[config.mk]
export PLATFORM = sky130hd
export DESIGN_NAME = pipelined_carry_adder
export DESIGN_NICKNAME = d
export VERILOG_FILES = /design/src/rtl/pipe_adder_pkg.sv /design/src/rtl/rca_segment.sv /design/src/rtl/pipelined_carry_adder.sv
export SDC_FILE = /design/constraint.sdc
export NUM_CORES = 1
export LEC_CHECK = 0
export CORE_MARGIN = 8
export CORE_UTILIZATION = 35
export CTS_CLUSTER_DIAMETER = 120
export CTS_CLUSTER_SIZE = 30
export DETAILED_ROUTE_END_ITERATION = 8
export PLACE_DENSITY_LB_ADDON = 0.1
export SETUP_SLACK_MARGIN = 0.2
export SLEW_MARGIN = 20
export SYNTH_ARGS = -nofsm -noshare
export SYNTH_HDL_FRONTEND = slang
export SYNTH_SLANG_ARGS = --single-unit
[constraint.sdc]
create_clock -name clk -period 6.35 [get_ports clk]
set_input_delay 0.9525 -clock clk [delete_from_list [all_inputs] [get_ports clk]]
set_output_delay 0.9525 -clock clk [all_outputs]
set_load 0.01 [all_outputs]
[src/rtl/pipe_adder_pkg.sv]
// Shared definitions for the pipelined carry adder.
// Opcodes plus the WIDTH/STAGES legality helper used at elaboration.
package pipe_adder_pkg;

  localparam logic OP_ADD = 1'b0;
  localparam logic OP_SUB = 1'b1;

  // WIDTH must split into STAGES equal, non-empty segments.
  function automatic bit cfg_ok(int w, int s);
    return (s >= 1) && (s <= w) && ((w % s) == 0);
  endfunction

endpackage

[src/rtl/rca_segment.sv]
// Combinational SEG-bit ripple-carry segment.
// Ports: a, b, cin in; s, cout, c_msb_in (carry into top bit) out.
module rca_segment #(
  parameter int SEG = 8
) (
  input  logic [SEG-1:0] a,
  input  logic [SEG-1:0] b,
  input  logic           cin,
  output logic [SEG-1:0] s,
  output logic           cout,
  output logic           c_msb_in
);

  logic [SEG:0] c;

  assign c[0] = cin;

  for (genvar i = 0; i < SEG; i++) begin : g_bit
    assign s[i]   = a[i] ^ b[i] ^ c[i];
    assign c[i+1] = (a[i] & b[i]) | (c[i] & (a[i] ^ b[i]));
  end

  assign cout     = c[SEG];
  assign c_msb_in = c[SEG-1];

endmodule

[src/rtl/pipelined_carry_adder.sv]
// WIDTH-bit add/sub split into STAGES ripple segments, one per clock.
// Ports: clk, rst, in_valid/in_ready, A, B, Cin, op; S, Cout, ovf,
// out_valid/out_ready. Full backpressure, one op per cycle.
module pipelined_carry_adder
  import pipe_adder_pkg::*;
#(
  parameter int WIDTH  = 32,
  parameter int STAGES = 4
) (
  input  logic             clk,
  input  logic             rst,
  input  logic             in_valid,
  output logic             in_ready,
  input  logic [WIDTH-1:0] A,
  input  logic [WIDTH-1:0] B,
  input  logic             Cin,
  input  logic             op,
  output logic [WIDTH-1:0] S,
  output logic             Cout,
  output logic             ovf,
  output logic             out_valid,
  input  logic             out_ready
);

  localparam int SEG  = WIDTH / STAGES;
  localparam int LAST = STAGES - 1;

  if (!cfg_ok(WIDTH, STAGES)) begin : g_bad_cfg
    $error("WIDTH must be a multiple of STAGES");
  end

  // s: sum bits produced so far; c: running carry;
  // cm: carry into the MSB, only meaningful after the last segment.
  typedef struct packed {
    logic             v;
    logic [WIDTH-1:0] a;
    logic [WIDTH-1:0] b;
    logic [WIDTH-1:0] s;
    logic             c;
    logic             cm;
  } stg_t;

  stg_t q [STAGES];
  stg_t d [STAGES];

  logic [STAGES-1:0] load;
  logic              sub;

  assign sub = (op == OP_SUB);

  // A stage may load when it is empty or its content moves on.
  always_comb begin
    logic r;
    load = '0;
    r = !q[LAST].v || out_ready;
    load[LAST] = r;
    for (int k = LAST - 1; k >= 0; k--) begin
      r = !q[k].v || r;
      load[k] = r;
    end
  end

  for (genvar k = 0; k < STAGES; k++) begin : g_stg
    stg_t           src;
    stg_t           nxt;
    logic [SEG-1:0] seg_s;
    logic           seg_co;
    logic           seg_cm;

    if (k == 0) begin : g_head
      always_comb begin
        src   = '0;
        src.v = in_valid;
        src.a = A;
        src.b = sub ? ~B : B;
        src.c = sub ? 1'b1 : Cin;
      end
    end else begin : g_body
      assign src = q[k-1];
    end

    rca_segment #(.SEG(SEG)) u_seg (
      .a        (src.a[k*SEG +: SEG]),
      .b        (src.b[k*SEG +: SEG]),
      .cin      (src.c),
      .s        (seg_s),
      .cout     (seg_co),
      .c_msb_in (seg_cm)
    );

    always_comb begin
      nxt = src;
      nxt.s[k*SEG +: SEG] = seg_s;
      nxt.c  = seg_co;
      nxt.cm = seg_cm;
    end

    assign d[k] = nxt;
  end

  always_ff @(posedge clk) begin
    if (rst) begin
      for (int k = 0; k < STAGES; k++) q[k] <= '0;
    end else begin
      for (int k = 0; k < STAGES; k++) begin
        if (load[k]) q[k] <= d[k];
      end
    end
  end

  assign in_ready  = load[0];
  assign out_valid = q[LAST].v;
  assign S         = q[LAST].s;
  assign Cout      = q[LAST].c;
  assign ovf       = q[LAST].c ^ q[LAST].cm;

endmodule

# After elaboration in Yosys (flattened, before gate mapping)
# Memory sizes are Yosys's and may differ from the RTL's.
# Index checks and enable logic that the tools add are counted.
# word_totals
register_bits	0
ramBits	396
input_bits	70
output_inout_bits	36
word_cells	195
n_memories	1
# mem_list
name	depth	width	rd	rd_clocked_by_memory_dff	wr	line_no	source
q	4	99	4	0	4	pipelined_carry_adder.sv:43	stg_t q [STAGES];
# op_classes
muxes	20
bitwise_logic	166
reduce_logical	8
# ops
cell	n
$mux 99	4
$xor 1x1->1	65
$and 1x1->1	64
$or 1x1->1	36
$mux 32	1
$not 32->32	1
$mux 1	15
$logic_not 1->1	4
$logic_or 1x1->1	4

# Depth between registers and ports, before layout
# depth
word_depth	20
depth_mapped	15
mapped_depth_nobuf	13

# By module
# A second synthesis with hierarchy kept.
# hier_totals
cells_unflattened	603
hier_area_um2	8790.9
# by_module_without_submodules
module	instances	cells_per_inst	area_each_um2	seq_area_each_um2
pipelined_carry_adder	1	531	8000.2	5555.3
rca_segment	4	18	197.7	0.0

# Worst setup path before layout
# OpenSTA, ideal clock, no wires.
# synth_path
path_kind	input port to flip-flop
from	in op
to	mem q[0][9] (netlist name), data pin
setup_ps	270
t_arrival_ps	4498
required_ps	6080
setup_slack_ps	1581
stages	15
cell_sequence	buf_4 -> buf_4 -> xor2_1 -> fa_1 -> fa_1 -> inv_1 -> fa_1 -> fa_1 -> fa_1 -> fa_1 -> fa_1 -> inv_1 -> fa_1 -> nand2b_1 -> a21oi_1
# synth_lines
element	line_no	source
start: declaration	pipelined_carry_adder.sv:17	input logic op,
end: declaration	pipelined_carry_adder.sv:43	

==> metrics.txt <==
Final Critical Period=4660 ps; worst-path maximum fanout=1; half-perimeter wire length after placement=10200 um; drt initial violations=328; Slew headroom=37.7%; largest registers=q x185; diodes inserted=0; global-route usage over all layers=10.4%; part of the cycle the worst path needs=73.3%; Post-Synthesis Cell Area=8730 um^2; number of buffers inserted by hold repair at cts=0; vias in the first global route=4610; number of clock buffers inserted by TritonCTS=17; most common library cell in the layout ignoring fill and taps=sky130_fd_sc_hd__edfxtp_1; die width=174 um; max incr delay on CP=470 ps; Peak Freq=0.215 GHz; unrepaired setup endpoints after global routing=no; Remaining DRCs=0; Placeable Area=24800 um^2; Max clock buf depth=2; cells along the critical path=clkdlybuf4s50_1 -> xor2_1 -> fa_1 -> fa_1 -> inv_1 -> fa_1 -> fa_1 -> fa_1 -> fa_1 -> fa_1 -> inv_1 -> fa_1 -> nand2b_1 -> a21oi_1; worst min path class=register to register; library cell appearing most often on the critical path=sky130_fd_sc_hd__fa_1; status=finished, final reports clean; Most flops, register=q; layout filler cell count=2325; detailed-route wire length per cell=15.5 um; maximum vdd ir drop=0.122 mV; Worst-path clk slew=70 ps; number of max-slew violations in the final report=0; crit path launch type=primary input; area of the die=30300 um^2; worst-margin pin slew=934 ps; final net count=737; library cell contributing the largest single delay on the critical path=sky130_fd_sc_hd__clkdlybuf4s50_1; drt pass-1 iters=4; worst slack after detailed placement=1230 ps; Setup WS post-layout=1690 ps; Cells after Synth=587; largest cells by area after synthesis=sky130_fd_sc_hd__edfxtp_1 64%, sky130_fd_sc_hd__nor3b_1 10%, sky130_fd_sc_hd__fa_1 7.3%; final weighted congestion in routability-driven placement=0.730; clock latency of the later-clocked register in the worst-skew pair=420 ps; count of warnings emitted by yosys=0; H-tree levels=4; leakage dissipation=3.76 nW; via/cell ratio=4.39; sort of element at the end of the critical path=register; sequential cell area fraction in the yosys report=63.6%; worst-case clock skew=6.94 ps; Detail Route Antenna Nets=0; floorplan row count=58; kind of critical path=primary input to register; Setup Buffers After CTS=0; total I/O pin count=106; kind of cell with the highest combined delay on the critical path=adder cells; total nets after synthesis=689; number of buffer and inverter instances along the worst setup path=3; initial core utilization=35.2%; pwr/cell area=260 nW/um^2; total number of vias=4298; flip-flop and latch count after synthesis=185; sum of routed wire length over all layers=15100 um; number of distinct library cell variants in the gate-level netlist after synthesis=22; layout-stage area growth over the synthesis result=17.6%; leftover overflow at the end of global routing=0; clock sink count=185; wire length of the first global-routing pass=25300 um; clock tree from TritonCTS=done; share of Yosys cell area claimed by the top area cell type=63.6%; area of placed instances=9720 um^2; proportion of layout cells with a drive suffix above 1=8.33%; Largest register FFs=185; final hold vios=0; number of instances resized during post-cts repair=0; number of port buffers=105; Die Y-Extent=174 um; total design power=2.67 mW; Worst Path Required=6490 ps; library cell used as clock root buffer=sky130_fd_sc_hd__clkbuf_16; Max-cap violations=0; commonest cells after routing, fill and taps aside=185 x sky130_fd_sc_hd__edfxtp_1, 118 x sky130_fd_sc_hd__nor3b_1, 103 x sky130_fd_sc_hd__clkdlybuf4s50_1, 32 x sky130_fd_sc_hd__fa_1, 30 x sky130_fd_sc_hd__nand2b_1; Finished Cell Area=10300 um^2; largest net degree at the start of global routing=83; endpoints failing setup=0; top cell type by total area after synthesis=sky130_fd_sc_hd__edfxtp_1; post-route setup TNS=0 ps; initial antenna violation count=0; arrival time at the worst endpoint=4800 ps; synthesized area per cell=14.9 um^2
-- final cells by class --
class	count	area [um^2]	share of cell area, %
Tap cell	330	413	4.02
Multi-Input combinational cell	288	2530	24.6
Sequential cell	185	5560	54.1
Clock inverter	15	128	1.24
Timing Repair Buffer	114	1110	10.9
Inverter	29	109	1.06
Clock buffer	17	425	4.14
-- metrics by stage --
| step | utilization, % | hold WS, ps | instances |
|---|---|---|---|
| 2_1_floorplan | - | 570 | 587 |
| 3_3_place_gp | 39.1 | 596 | 946 |
| 3_5_place_dp | 39.2 | 586 | 946 |
| 4_1_cts | 41.4 | 613 | 978 |
| 5_1_grt | 41.4 | 636 | 978 |
| 6_report | 41.4 | 607 | 978 |
-- synthesized netlist by cell type, drive strengths merged --
cell type  count
a211oi        29
a21oi         29
and3b          1
and4b          1
buf           69
clkbuf        16
edfxtp       185
fa            32
inv           29
nand2          1
nand2b        32
nand3b         1
nor2b          1
nor3           9
nor3b        118
or2            1
xnor2         29
xor2           4
-- cell families after synthesis --
| kind of cell | count (synthesis) | synth area share (%) |
|---|---|---|
| adder cells (fa/ha/maj) | 32 | 7.34 |
| AO/OA/AOI/OAI | 58 | 4.67 |
| XOR/XNOR | 33 | 3.31 |
| AND/OR/NAND/NOR | 165 | 13.5 |
| flip-flops | 185 | 63.6 |
| buffers and inverters | 114 | 7.58 |
-- routing by layer --
metal | vias up | share of wire (%) | track usage (%)
met5 | - | 0 | 0
met1 | 2016 | 52 | 14.9
li1 | 2162 | - | -
met4 | 0 | 1.5 | 3.95
met3 | 17 | 5.0 | 3.28
met2 | 103 | 41 | 14.5
-- power breakdown --
| part | switching [mW] | total (mW) | internal (mW) |
|---|---|---|---|
| sequential | 0.0227 | 1.44 | 1.42 |
| clock | 0.450 | 0.991 | 0.541 |
| combinational | 0.102 | 0.233 | 0.131 |
-- worst paths after layout --
check | startpoint | cells past startpoint | slack, ps | endpoint
worst max-delay path | B[0] | 14 | 1690 | q[0][9]
worst min-delay path | q[1][10] | 1 | 610 | q[2][10]
worst max register to register | q[0][42] | 12 | 2410 | q[1][17]
worst min register to register | q[1][10] | 1 | 610 | q[2][10]
(Power assumes the default switching activity.)
